[src/rtl/key_sequencer.sv]
// rtl/key_sequencer.sv - keypad-to-ALU operand/operator sequencer for a hex calculator
module key_sequencer #(
  parameter int DIGITS = 4
) (
  input  logic                  clk,
  input  logic                  rst,
  input  logic [4:0]            i_key_data,
  input  logic                  i_key_valid,
  output logic                  o_key_ready,
  output logic [4*DIGITS-1:0]   o_alu_a,
  output logic [4*DIGITS-1:0]   o_alu_b,
  output logic [2:0]            o_alu_op,
  output logic                  o_alu_valid,
  input  logic                  i_alu_ready,
  input  logic [4*DIGITS-1:0]   i_alu_result,
  input  logic                  i_alu_error,
  input  logic                  i_alu_result_valid,
  output logic [4*DIGITS-1:0]   o_display,
  output logic                  o_error
);
  localparam int W  = 4 * DIGITS;
  localparam int CW = $clog2(DIGITS + 1);

  typedef enum logic [2:0] {
    ENTER_A, OP_SEL, ENTER_B, ALU_REQ, ALU_WAIT, RESULT, ERROR
  } state_t;

  state_t         state, state_n;
  logic [W-1:0]   a, a_n, b, b_n;
  logic [2:0]     op, op_n, pend_op, pend_op_n;
  logic           pend, pend_n, err_n;
  logic [CW-1:0]  cnt, cnt_n;

  logic           key_fire, is_digit, is_ac, is_op, is_eq, cnt_full;
  logic [W-1:0]   digit_w;

  assign key_fire = i_key_valid && o_key_ready;
  assign is_digit = !i_key_data[4];
  assign is_ac    = (i_key_data == 5'h10);
  assign is_op    = (i_key_data >= 5'h11) && (i_key_data <= 5'h14);
  assign is_eq    = (i_key_data == 5'h15);
  assign cnt_full = (cnt == CW'(DIGITS));
  assign digit_w  = {{(W-4){1'b0}}, i_key_data[3:0]};

  assign o_alu_a  = a;
  assign o_alu_b  = b;
  assign o_alu_op = op;

  always_comb begin
    state_n   = state;
    a_n       = a;
    b_n       = b;
    op_n      = op;
    pend_n    = pend;
    pend_op_n = pend_op;
    cnt_n     = cnt;
    err_n     = o_error;
    if (key_fire && is_ac) begin
      state_n   = ENTER_A;
      a_n       = '0;
      b_n       = '0;
      op_n      = '0;
      pend_n    = 1'b0;
      pend_op_n = '0;
      cnt_n     = '0;
      err_n     = 1'b0;
    end else begin
      case (state)
        ENTER_A: if (key_fire) begin
          if (is_digit && !cnt_full) begin
            a_n   = {a[W-5:0], i_key_data[3:0]};
            cnt_n = cnt + CW'(1);
          end else if (is_op) begin
            op_n    = i_key_data[2:0];
            state_n = OP_SEL;
          end
        end
        OP_SEL: if (key_fire) begin
          if (is_op) begin
            op_n = i_key_data[2:0];
          end else if (is_digit) begin
            b_n     = digit_w;
            cnt_n   = CW'(1);
            state_n = ENTER_B;
          end
        end
        ENTER_B: if (key_fire) begin
          if (is_digit && !cnt_full) begin
            b_n   = {b[W-5:0], i_key_data[3:0]};
            cnt_n = cnt + CW'(1);
          end else if (is_eq) begin
            pend_n  = 1'b0;
            state_n = ALU_REQ;
          end else if (is_op) begin
            // operator terminating B chains into the next operation
            pend_n    = 1'b1;
            pend_op_n = i_key_data[2:0];
            state_n   = ALU_REQ;
          end
        end
        ALU_REQ: if (i_alu_ready) state_n = ALU_WAIT;
        ALU_WAIT: if (i_alu_result_valid) begin
          if (i_alu_error) begin
            err_n   = 1'b1;
            state_n = ERROR;
          end else begin
            a_n = i_alu_result;
            if (pend) begin
              op_n    = pend_op;
              pend_n  = 1'b0;
              state_n = OP_SEL;
            end else begin
              state_n = RESULT;
            end
          end
        end
        RESULT: if (key_fire) begin
          if (is_digit) begin
            a_n     = digit_w;
            cnt_n   = CW'(1);
            state_n = ENTER_A;
          end else if (is_op) begin
            op_n    = i_key_data[2:0];
            state_n = OP_SEL;
          end
        end
        default: ;
      endcase
    end
  end

  // outputs are registered from next-state values so they line up with state
  always_ff @(posedge clk or posedge rst) begin
    if (rst) begin
      state       <= ENTER_A;
      a           <= '0;
      b           <= '0;
      op          <= '0;
      pend        <= 1'b0;
      pend_op     <= '0;
      cnt         <= '0;
      o_error     <= 1'b0;
      o_display   <= '0;
      o_alu_valid <= 1'b0;
      o_key_ready <= 1'b0;
    end else begin
      state       <= state_n;
      a           <= a_n;
      b           <= b_n;
      op          <= op_n;
      pend        <= pend_n;
      pend_op     <= pend_op_n;
      cnt         <= cnt_n;
      o_error     <= err_n;
      o_alu_valid <= (state_n == ALU_REQ);
      o_key_ready <= (state_n != ALU_REQ) && (state_n != ALU_WAIT);
      case (state_n)
        ENTER_B, ALU_REQ: o_display <= b_n;
        ERROR:            o_display <= '0;
        default:          o_display <= a_n;
      endcase
    end
  end
endmodule
[config.mk]
export PLATFORM = sky130hd
export DESIGN_NAME = key_sequencer
export DESIGN_NICKNAME = d
export VERILOG_FILES = /design/src/rtl/key_sequencer.sv
export SDC_FILE = /design/constraint.sdc
export NUM_CORES = 1
export LEC_CHECK = 0
export BUFFER_PORTS_ARGS = -buffer_cell sky130_fd_sc_hd__buf_4
export CAP_MARGIN = 25
export CELL_PAD_IN_SITES_DETAIL_PLACEMENT = 0
export CELL_PAD_IN_SITES_GLOBAL_PLACEMENT = 1
export CORE_ASPECT_RATIO = 1.4
export CORE_MARGIN = 2
export CORE_UTILIZATION = 40
export DETAILED_ROUTE_END_ITERATION = 10
export PLACE_DENSITY = 0.84
export SLEW_MARGIN = 10
export SYNTH_ARGS = -nofsm -noshare
export SYNTH_HDL_FRONTEND = slang
export SYNTH_SLANG_ARGS = --single-unit
[constraint.sdc]
create_clock -name clk -period 2.4 [get_ports clk]
set_input_delay 0.24 -clock clk [delete_from_list [all_inputs] [get_ports clk]]
set_output_delay 0.24 -clock clk [all_outputs]
set_load 0.02 [all_outputs]
==> flow_metrics.env <==
export IMPL_cts_sinks=64
export IMPL_worstPathMaxFanout=16
export IMPL_end_kind="register"
export IMPL_grt_pass1_wl_um=14410
export IMPL_arrival_ns=2.30
export IMPL_crit_required_ns=2.62
export IMPL_worstMarginPinSlew_ns=0.8112
export IMPL_syn_inst=322
export IMPL_powerDensity_nw_per_um2=1326
export IMPL_antenna_found_initial=0
export IMPL_ctsResizeCount=0
export IMPL_power_uw=5525
export IMPL_p_clk_share_pct=18.6
export IMPL_ys_flop_type="dfrtp_1"
export IMPL_final_nets=445
export IMPL_hold_viol_final=0
export IMPL_intPower_uw=3207
export IMPL_synthToLayoutAreaGrowth_pct=33.24
export IMPL_ir_drop_mv=0.8038
export IMPL_fmax_ghz=0.4809
export IMPL_multi_input_area_um2=1338
export IMPL_yosysMostFrequentCell="dfrtp_1"
export IMPL_h_tree_depth=3
export IMPL_vias=2863
export IMPL_first_pass_iters=4
export IMPL_maxSlewViolCount=0
export IMPL_synth_net_count=351
export IMPL_min_period_over_period_pct=86.64
export IMPL_synth_area_leaders="dfrtp_1 (51%), a22oi_1 (7.0%), a21oi_1 (5.4%)"
export IMPL_power_frac_seq_pct=32.4
export IMPL_ant_nets=0
export IMPL_p_comb_share_pct=49.0
export IMPL_avgSynthCellArea_um2=9.714
export IMPL_netlist_area_um2=3128
export IMPL_fin_crit_ns=2.079
export IMPL_dieArea_um2=8553
export IMPL_cts_buffer_depth=2
export IMPL_synth_top_cells_by_count="dfrtp_1 (64), nor2_1 (45), a21oi_1 (34)"
export IMPL_synth_edf_count=0
export IMPL_yosys_area_share_adder_pct=0.8000
export IMPL_ios=81
export IMPL_finalWirelength_um=9108
export IMPL_seqCellArea_um2=1602
export IMPL_ys_async_sr_fraction_pct=100.0
export IMPL_ys_seq_elements=64
export IMPL_synth_compound_area_share_pct=23.52
export IMPL_yosys_area_share_xor_xnor_pct=0
export IMPL_maxCapViolations=0
export IMPL_grt_pass1_vias=2767
export IMPL_grt_overflow_total=0
export IMPL_clock_skew_ns=0.009115
export IMPL_vias_per_cell=5.495
export IMPL_clk_latency_ns=0.35
export IMPL_gr_usage_all_layers_pct=22.42
export IMPL_critPathKind="reg2reg"
export IMPL_dieHeight_um=108.6
export IMPL_drc=0
export IMPL_slew_headroom_pct=45.92
export IMPL_yosysSeqAreaShare_pct=51.20
export IMPL_grt_start_max_net_pins=65
export IMPL_ys_warn_count=0
export IMPL_cts_setup_buffers=0
export IMPL_diodes=0
export IMPL_synth_cell_types=43
export IMPL_coreArea_um2=7655
export IMPL_rows=38
export IMPL_synth_simple_area_share_pct=14.92
export IMPL_gp_congestion=0.8451
export IMPL_port_buffer_count=80
export IMPL_cts_hold_buf=0
export IMPL_tns_ns=0
export IMPL_hold_slack_ns=0.1076
export IMPL_cts_buffers=9
export IMPL_cts_root_buf="clkbuf_8"
export IMPL_drt_iter0_markers=199
export IMPL_power_leakage_uw=0.002168
export IMPL_synth_mux_area_share_pct=3.320
export IMPL_yosysTopAreaCellShare_pct=51.20
export IMPL_die_x_um=78.74
export IMPL_finalSetupViolations=0
export IMPL_synth_top_area_cell="dfrtp_1"
export IMPL_drive_gt1_share_pct=32.54
export IMPL_cts_clk_slew_worst_paths_ns=0.08
export IMPL_dp_hpwl_um=6683
export IMPL_sw_frac_of_total_pct=41.96
export IMPL_crit_path_start_kind="register"
export IMPL_n_fill_cell=680
export IMPL_rsz0062_at_grt="false"
export IMPL_initial_core_util_pct=40.86
export IMPL_hold_class="in2async"
export IMPL_switchingPower_uw=2318
export IMPL_outcome="complete, no violations"
export IMPL_synth_top_family_by_area="compound AO/OA/AOI/OAI gates"
export IMPL_wl_per_cell_um=17.48
export IMPL_cts_tree="done"
layout make-up:
type	count	area share (%)
clock buffers	9	2.972
clock inverters	7	2.282
inverters	25	2.252
multi-input cells	214	32.09
flip-flops and latches	64	38.43
well taps	100	3.002
repair buffers	102	18.97
worst max-delay path: stages (launching register included):
cell	delay [ns]
dfrtp_1	0.51
nor2b_1	0.30
a311oi_1	0.10
a311oi_1	0.33
and2_1	0.25
o21a_4	0.32
o22ai_1	0.14
layer usage:
metal / vias to the layer above / wire [µm] / global-route usage, %
met5: - / 0 / 0
met4: 0 / 290 / 12.03
met3: 23 / 552 / 4.801
met2: 105 / 4795 / 37.79
met1: 1399 / 3469 / 26.74
li1: 1336 / - / -
power by group through the flow:
| stage | Combinational [µW] | Clock [µW] | Sequential, µW |
|---|---|---|---|
| 2_1_floorplan | 1330 | 0 | 2090 |
| 3_3_place_gp | 2690 | 0 | 1800 |
| 3_5_place_dp | 2710 | 0 | 1800 |
| 4_1_cts | 2720 | 1050 | 1790 |
| 5_1_grt | 2920 | 1100 | 1840 |
| 6_report | 2710 | 1030 | 1790 |
worst paths after layout:
kind / from / end / slack (ns) / depth (start not counted)
worst max-delay path: state[2] / o_display[14] / 0.32 / 6
worst min-delay path: rst / cnt[2] / 0.11 / 3
worst max register to register: state[2] / o_display[14] / 0.32 / 6
worst min register to register: o_alu_a[14] / o_alu_a[14] / 0.51 / 2
max in group asynchronous: rst / o_alu_op[2] / 1.73 / 3
min in group clk: i_key_data[1] / pend_op[1] / 0.19 / 3
through the flow:
stage / setup slack, ns / std cells / cell area, µm² / util, %
2_1_floorplan: 0.2811 / 322 / 3128 / -
3_3_place_gp: 0.3700 / 505 / 3949 / 51.59
3_5_place_dp: 0.3391 / 505 / 3949 / 51.59
4_1_cts: 0.3198 / 521 / 4168 / 54.45
5_1_grt: 0.1516 / 521 / 4168 / 54.45
6_report: 0.3206 / 521 / 4168 / 54.45
sequential cells by signal, indices dropped and copies added (netlist names):
signal       cells
cnt              3
o_alu_a         16
o_alu_b         16
o_alu_op         3
o_alu_valid      1
o_display       16
o_error          1
o_key_ready      1
pend             1
pend_op          3
state            3
cells in the final DEF (no fill, tap or decap), types with 4 or more instances in the layout:
master      n
buf_4     100
mux2i_1     7
a21oi_1    34
nor2_1     45
o22ai_1     8
clkbuf_8    9
inv_1      24
nand2b_1    4
nor3_1      4
nand2_1    16
o22ai_2     9
nor2b_1     7
dfrtp_1    64
a22oi_1    29
o21ai_0    12
cells by family (layout without fill, tap and decap cells):
family | count (synthesis) | count (layout)
AO/OA/AOI/OAI | 106 | 106
AND/OR/NAND/NOR | 96 | 96
flip-flops | 64 | 64
buffers and inverters | 44 | 143
multiplexers | 10 | 10
adder cells (fa/ha/maj) | 2 | 2
Note: power is estimated with default switching activity, not from simulation.
